### src/rtl/seg_display_mux.sv
// seg_display_mux: time-multiplexes four BCD digits (MM:SS) onto a 4-digit
// common-anode seven-segment display. One guard cycle blanks the display at
// the start of every slot, and the pair being adjusted blinks in adjust mode.
// Every output comes from a register, so it shows the previous cycle's slot
// and inputs.
module seg_display_mux #(
  parameter int REFRESH_DIV = 100000,
  parameter int BLINK_DIV   = 25000000
) (
  input  logic       clk,
  input  logic       rst,
  input  logic [3:0] sec1,
  input  logic [3:0] sec0,
  input  logic [3:0] min1,
  input  logic [3:0] min0,
  input  logic [1:0] adj,
  input  logic       select,
  output logic [6:0] seg,
  output logic       dp,
  output logic [3:0] an
);

  localparam int REF_W = $clog2(REFRESH_DIV);
  localparam int BLK_W = $clog2(BLINK_DIV);

  localparam logic [REF_W-1:0] REF_LAST = REF_W'(REFRESH_DIV - 1);
  localparam logic [BLK_W-1:0] BLK_LAST = BLK_W'(BLINK_DIV - 1);

  // Active-low segment patterns for digits 0-9, ordered gfedcba.
  // Codes 10-15 are invalid BCD and show a dash (only segment g lit).
  function automatic logic [6:0] bcd_to_seg(input logic [3:0] bcd);
    logic [6:0] pat;
    case (bcd)
      4'd0:    pat = 7'b1000000;
      4'd1:    pat = 7'b1111001;
      4'd2:    pat = 7'b0100100;
      4'd3:    pat = 7'b0110000;
      4'd4:    pat = 7'b0011001;
      4'd5:    pat = 7'b0010010;
      4'd6:    pat = 7'b0000010;
      4'd7:    pat = 7'b1111000;
      4'd8:    pat = 7'b0000000;
      4'd9:    pat = 7'b0010000;
      default: pat = 7'b0111111;
    endcase
    return pat;
  endfunction

  logic [REF_W-1:0] r_refresh_cnt;
  logic [1:0]       r_slot;
  logic [BLK_W-1:0] r_blink_cnt;
  logic             r_blink_phase;
  logic [6:0]       r_seg;
  logic             r_dp;
  logic [3:0]       r_an;

  logic [3:0]       w_digit;
  logic [3:0]       w_an_sel;
  logic             w_dp_sel;
  logic             w_adj_on;
  logic             w_guard;
  logic             w_blank;
  logic [6:0]       w_seg_nxt;
  logic             w_dp_nxt;
  logic [3:0]       w_an_nxt;

  // Refresh timer: step through REFRESH_DIV cycles, then move to the next digit slot.
  always_ff @(posedge clk or posedge rst) begin
    if (rst) begin
      r_refresh_cnt <= {REF_W{1'b0}};
      r_slot        <= 2'd0;
    end else if (r_refresh_cnt == REF_LAST) begin
      r_refresh_cnt <= {REF_W{1'b0}};
      r_slot        <= r_slot + 2'd1;
    end else begin
      r_refresh_cnt <= r_refresh_cnt + REF_W'(1);
      r_slot        <= r_slot;
    end
  end

  // Blink timer: runs only in adjust mode and is held at zero otherwise, so
  // every adjust session starts with the visible phase.
  always_ff @(posedge clk or posedge rst) begin
    if (rst) begin
      r_blink_cnt   <= {BLK_W{1'b0}};
      r_blink_phase <= 1'b0;
    end else if (adj == 2'b00) begin
      r_blink_cnt   <= {BLK_W{1'b0}};
      r_blink_phase <= 1'b0;
    end else if (r_blink_cnt == BLK_LAST) begin
      r_blink_cnt   <= {BLK_W{1'b0}};
      r_blink_phase <= ~r_blink_phase;
    end else begin
      r_blink_cnt   <= r_blink_cnt + BLK_W'(1);
      r_blink_phase <= r_blink_phase;
    end
  end

  // Choose the digit, anode and decimal point for the current slot, then apply guard/blink blanking.
  always_comb begin
    w_digit  = 4'd0;
    w_an_sel = 4'b1111;
    w_dp_sel = 1'b1;
    case (r_slot)
      2'd0: begin
        w_digit  = sec1;
        w_an_sel = 4'b1110;
      end
      2'd1: begin
        w_digit  = sec0;
        w_an_sel = 4'b1101;
      end
      2'd2: begin
        w_digit  = min1;
        w_an_sel = 4'b1011;
        w_dp_sel = 1'b0;
      end
      2'd3: begin
        w_digit  = min0;
        w_an_sel = 4'b0111;
      end
      default: begin
        w_digit  = 4'd0;
        w_an_sel = 4'b1111;
        w_dp_sel = 1'b1;
      end
    endcase

    w_adj_on = (adj != 2'b00);
    w_guard  = (r_refresh_cnt == {REF_W{1'b0}});
    // Slots 2/3 hold the minutes pair and slots 0/1 hold the seconds pair.
    // select=1 blanks the seconds pair and select=0 blanks the minutes pair.
    w_blank  = w_adj_on && r_blink_phase && (select ? ~r_slot[1] : r_slot[1]);

    if (w_guard || w_blank) begin
      w_seg_nxt = 7'b1111111;
      w_dp_nxt  = 1'b1;
      w_an_nxt  = 4'b1111;
    end else begin
      w_seg_nxt = bcd_to_seg(w_digit);
      w_dp_nxt  = w_dp_sel;
      w_an_nxt  = w_an_sel;
    end
  end

  // Output registers; reset turns every digit and segment off.
  always_ff @(posedge clk or posedge rst) begin
    if (rst) begin
      r_seg <= 7'b1111111;
      r_dp  <= 1'b1;
      r_an  <= 4'b1111;
    end else begin
      r_seg <= w_seg_nxt;
      r_dp  <= w_dp_nxt;
      r_an  <= w_an_nxt;
    end
  end

  assign seg = r_seg;
  assign dp  = r_dp;
  assign an  = r_an;

endmodule

### config.mk
export PLATFORM = sky130hd
export DESIGN_NAME = seg_display_mux
export DESIGN_NICKNAME = d
export VERILOG_FILES = /design/src/rtl/seg_display_mux.sv
export SDC_FILE = /design/constraint.sdc
export NUM_CORES = 1
export LEC_CHECK = 0
export BUFFER_PORTS_ARGS = -buffer_cell sky130_fd_sc_hd__buf_2
export CAP_MARGIN = 25
export CORE_UTILIZATION = 35
export CTS_CLUSTER_SIZE = 16
export DETAILED_ROUTE_END_ITERATION = 10
export SYNTH_ARGS = -nofsm -noshare
export SYNTH_HDL_FRONTEND = slang
export SYNTH_SLANG_ARGS = --single-unit
### constraint.sdc
create_clock -name clk -period 2.3 [get_ports clk]
set_input_delay 0.69 -clock clk [delete_from_list [all_inputs] [get_ports clk]]
set_output_delay 0.69 -clock clk [all_outputs]
set_load 0.005 [all_outputs]
==> impl_metrics.tcl <==
set metrics [dict create \
    ys.flop_type "dfrtp_1" \
    drc_errors 0 \
    ys_types 47 \
    hpwl_um 4020 \
    power_density_nw_per_um2 525 \
    synth_edf_count 0 \
    rsz0062_at_grt "no" \
    drtIter0Drc 97 \
    rows 33 \
    hold_path.class "in -> async" \
    dpl_cell_area_um2 3260 \
    maxCapViolCount 0 \
    cts_hold_buf 0 \
    register_area_um2 1420 \
    start_util_pct 36.2 \
    root_buffer "clkbuf_8" \
    design_area_um2 3340 \
    relSlewSlack_pct 75.1 \
    nNetsFinal 354 \
    drtPass1Iterations 6 \
    numCtsBuffers 5 \
    holdWs_ns 0.429 \
    worst_pin_slew_ns 0.373 \
    grt_pass1_wl_um 9600 \
    fin_skew_ns 0.00899 \
    vias 2238 \
    clk_latency_ns 0.31 \
    io_pins 33 \
    min_period_over_period_pct 89.1 \
    place_ws_ns 0.233 \
    ant_nets 0 \
    coreArea_um2 8220 \
    cts_resized 0 \
    setup_tns_ns 0 \
    grt_use_total_pct 13.6 \
    wl_met2_um 2740 \
    setup_ws_ns 0.250 \
    crit_path_max_fanout 9 \
    cts_buffer_depth 2 \
    drv_slew 0 \
    vias_per_cell 5.22 \
    wl_per_cell_um 13.4 \
    syn_inst 290 \
    async_reset_ff_share_pct 100 \
    netlist_area_um2 2980 \
    end_kind "flop" \
    diodes 0 \
    clk_pin_slew_ns 0.10 \
    portBuffers 32 \
    power_mw 1.75 \
    finalSetupViolCount 0 \
    fmax_mhz 488 \
    max_stage_delay_ns 0.41 \
    grt_overflow 0 \
    area_growth_pct 12.2 \
    die_w_um 94.2 \
    finalHoldViolCount 0 \
    syn_area_per_cell_um2 10.3 \
    path_cells "inv_1 > ha_1 > a21oi_1 > a22o_2 > clkinv_1 > buf_4 > ha_1 > inv_1 > o311ai_0" \
    top_layer_used "met4" \
    leakagePower_nw 1.49 \
    path_class "reg -> reg" \
    htreeDepth 2 \
    gp_congestion 0.777 \
    period_minus_slack_ns 2.05 \
    slowest_stage "dfrtp_1" \
    seq_area_frac_synth_pct 47.6 \
    crit_family "compound AO/OA/AOI/OAI gates" \
    synth-warning-count 0 \
    fill_cells 804 \
    wl_met3_um 106 \
    finalWirelength_um 5750 \
    startpoint_type "flop" \
    cts.sinks 56 \
    cts_tree "done" \
    antenna_found_initial 0 \
    ys_ff_latch 56 \
    fp.dieArea_um2 8870 \
    met1_length_um 2820 \
    grt_pass1_vias 2026 \
    worstPathRequired_ns 2.50 \
    ir_worst_vdd_uv 277 \
    multi_input_area_um2 1400 \
    grt_max_degree 57 \
    crit_arrival_ns 2.25 \
    die_y_um 94.2 \
    postCtsSetupBuffers 0 \
    crit_buf_inv 4 \
    synth_fp_nets 321 \
    status "complete, no violations" \
    drive_gt1_share_pct 22.2 \
]
## area by class of cell
class	count	share of cell area [%]
clock buffers	7	2.29
clock inverters	1	0.150
inverters	16	1.80
multi-input cells	202	42.0
flip-flops and latches	56	42.4
well taps	105	3.94
repair buffers	42	7.42
## synthesized netlist by cell type, drive strengths merged, types with 2 or more instances
cell type  instances  area, µm²
a211oi             2       15.0
a21oi             16       83.8
a222oi             3       30.0
and2               2       12.5
and3               8       51.3
and4               7       61.3
buf                9       71.3
clkbuf             7       26.3
dfrtp             45       1130
dfstp             11        289
ha                10        125
inv               15       56.3
mux2               2       22.5
mux2i              3       30.0
nand2             15       56.3
nand3             14       70.1
nand4             15        124
nor2              23       86.3
nor3               2       10.0
nor4               2       18.8
o21ai             12       60.1
o311ai             2       17.5
o31ai             10       88.8
or3                7       43.8
or4               10       78.8
or4b               2       20.0
xnor2              9       78.8
xor2              17        149
## cell families (layout without fill, tap and decap cells)
kind of cell | after synthesis | after routing | synth area share, %
AOI/OAI and AO/OA | 49 | 49 | 11.0
adders and majority gates | 10 | 10 | 4.21
buffers and inverters | 32 | 66 | 5.30
DFF | 56 | 56 | 47.6
xor gates and xnor gates | 26 | 26 | 7.65
and+or+nand+nor | 112 | 112 | 22.5
muxes | 5 | 5 | 1.77
## flip-flops by register name (all words and copies together) (netlist names)
register / flops
r_blink_cnt: 25
seg: 7
an: 4
r_slot: 2
r_refresh_cnt: 17
r_blink_phase: 1
## per-stage QoR
| step | utilization [%] | std cells |
|---|---|---|
| 6_report | 40.6 | 429 |
| 5_1_grt | 40.6 | 429 |
| 4_1_cts | 40.6 | 429 |
| 3_5_place_dp | 39.6 | 421 |
| 3_3_place_gp | 39.6 | 421 |
| 2_1_floorplan | - | 290 |
## final timing paths
check                               start               to  slack, ns  cells past startpoint
min in group clk           r_blink_cnt[0]   r_blink_cnt[0]       0.45                      1
max reg2reg                     r_slot[0]           seg[2]       0.25                      9
max                             r_slot[0]           seg[2]       0.25                      9
max in group asynchronous             rst            an[2]       1.58                      3
min                                   rst  r_blink_cnt[12]       0.43                      3
min reg2reg                r_blink_cnt[0]   r_blink_cnt[0]       0.45                      1
## routing by layer
| metal | vias to the layer above | global-route usage, % |
|---|---|---|
| li1 | 1115 | - |
| met1 | 1092 | 19.1 |
| met2 | 22 | 21.3 |
| met3 | 9 | 2.27 |
| met4 | 0 | 4.36 |
| met5 | - | 0 |
## worst min-delay path, delay by kind of cell
family	cells	cell delay (ns)
buffers and inverters	3	0.44
## placed cells by master (no fill, tap or decap), types with 2 or more instances in the layout
cell / n
buf_2: 32
dfrtp_1: 45
nand2_1: 15
nor2_1: 23
and3_1: 7
a211oi_1: 2
dfstp_2: 11
xnor2_1: 9
mux2i_1: 3
inv_1: 14
or4_1: 9
and4_1: 7
buf_4: 9
nand3_1: 14
xor2_1: 17
clkbuf_1: 2
o31ai_1: 9
clkbuf_8: 5
and2_1: 2
nand4_1: 13
or3_1: 7
o311ai_0: 2
mux2_2: 2
a222oi_1: 3
ha_1: 10
nand4_4: 2
a21oi_1: 15
o21ai_0: 12
nor3_1: 2
## where the power goes
group | switching (mW) | leakage [nW] | internal, mW | total, mW
registers | 0.0276 | 0.725 | 1.03 | 1.06
clock network | 0.316 | 0.0422 | 0.215 | 0.531
logic | 0.0952 | 0.719 | 0.0703 | 0.165
total | 0.439 | 1.49 | 1.31 | 1.75
(Power assumes the default switching activity.)
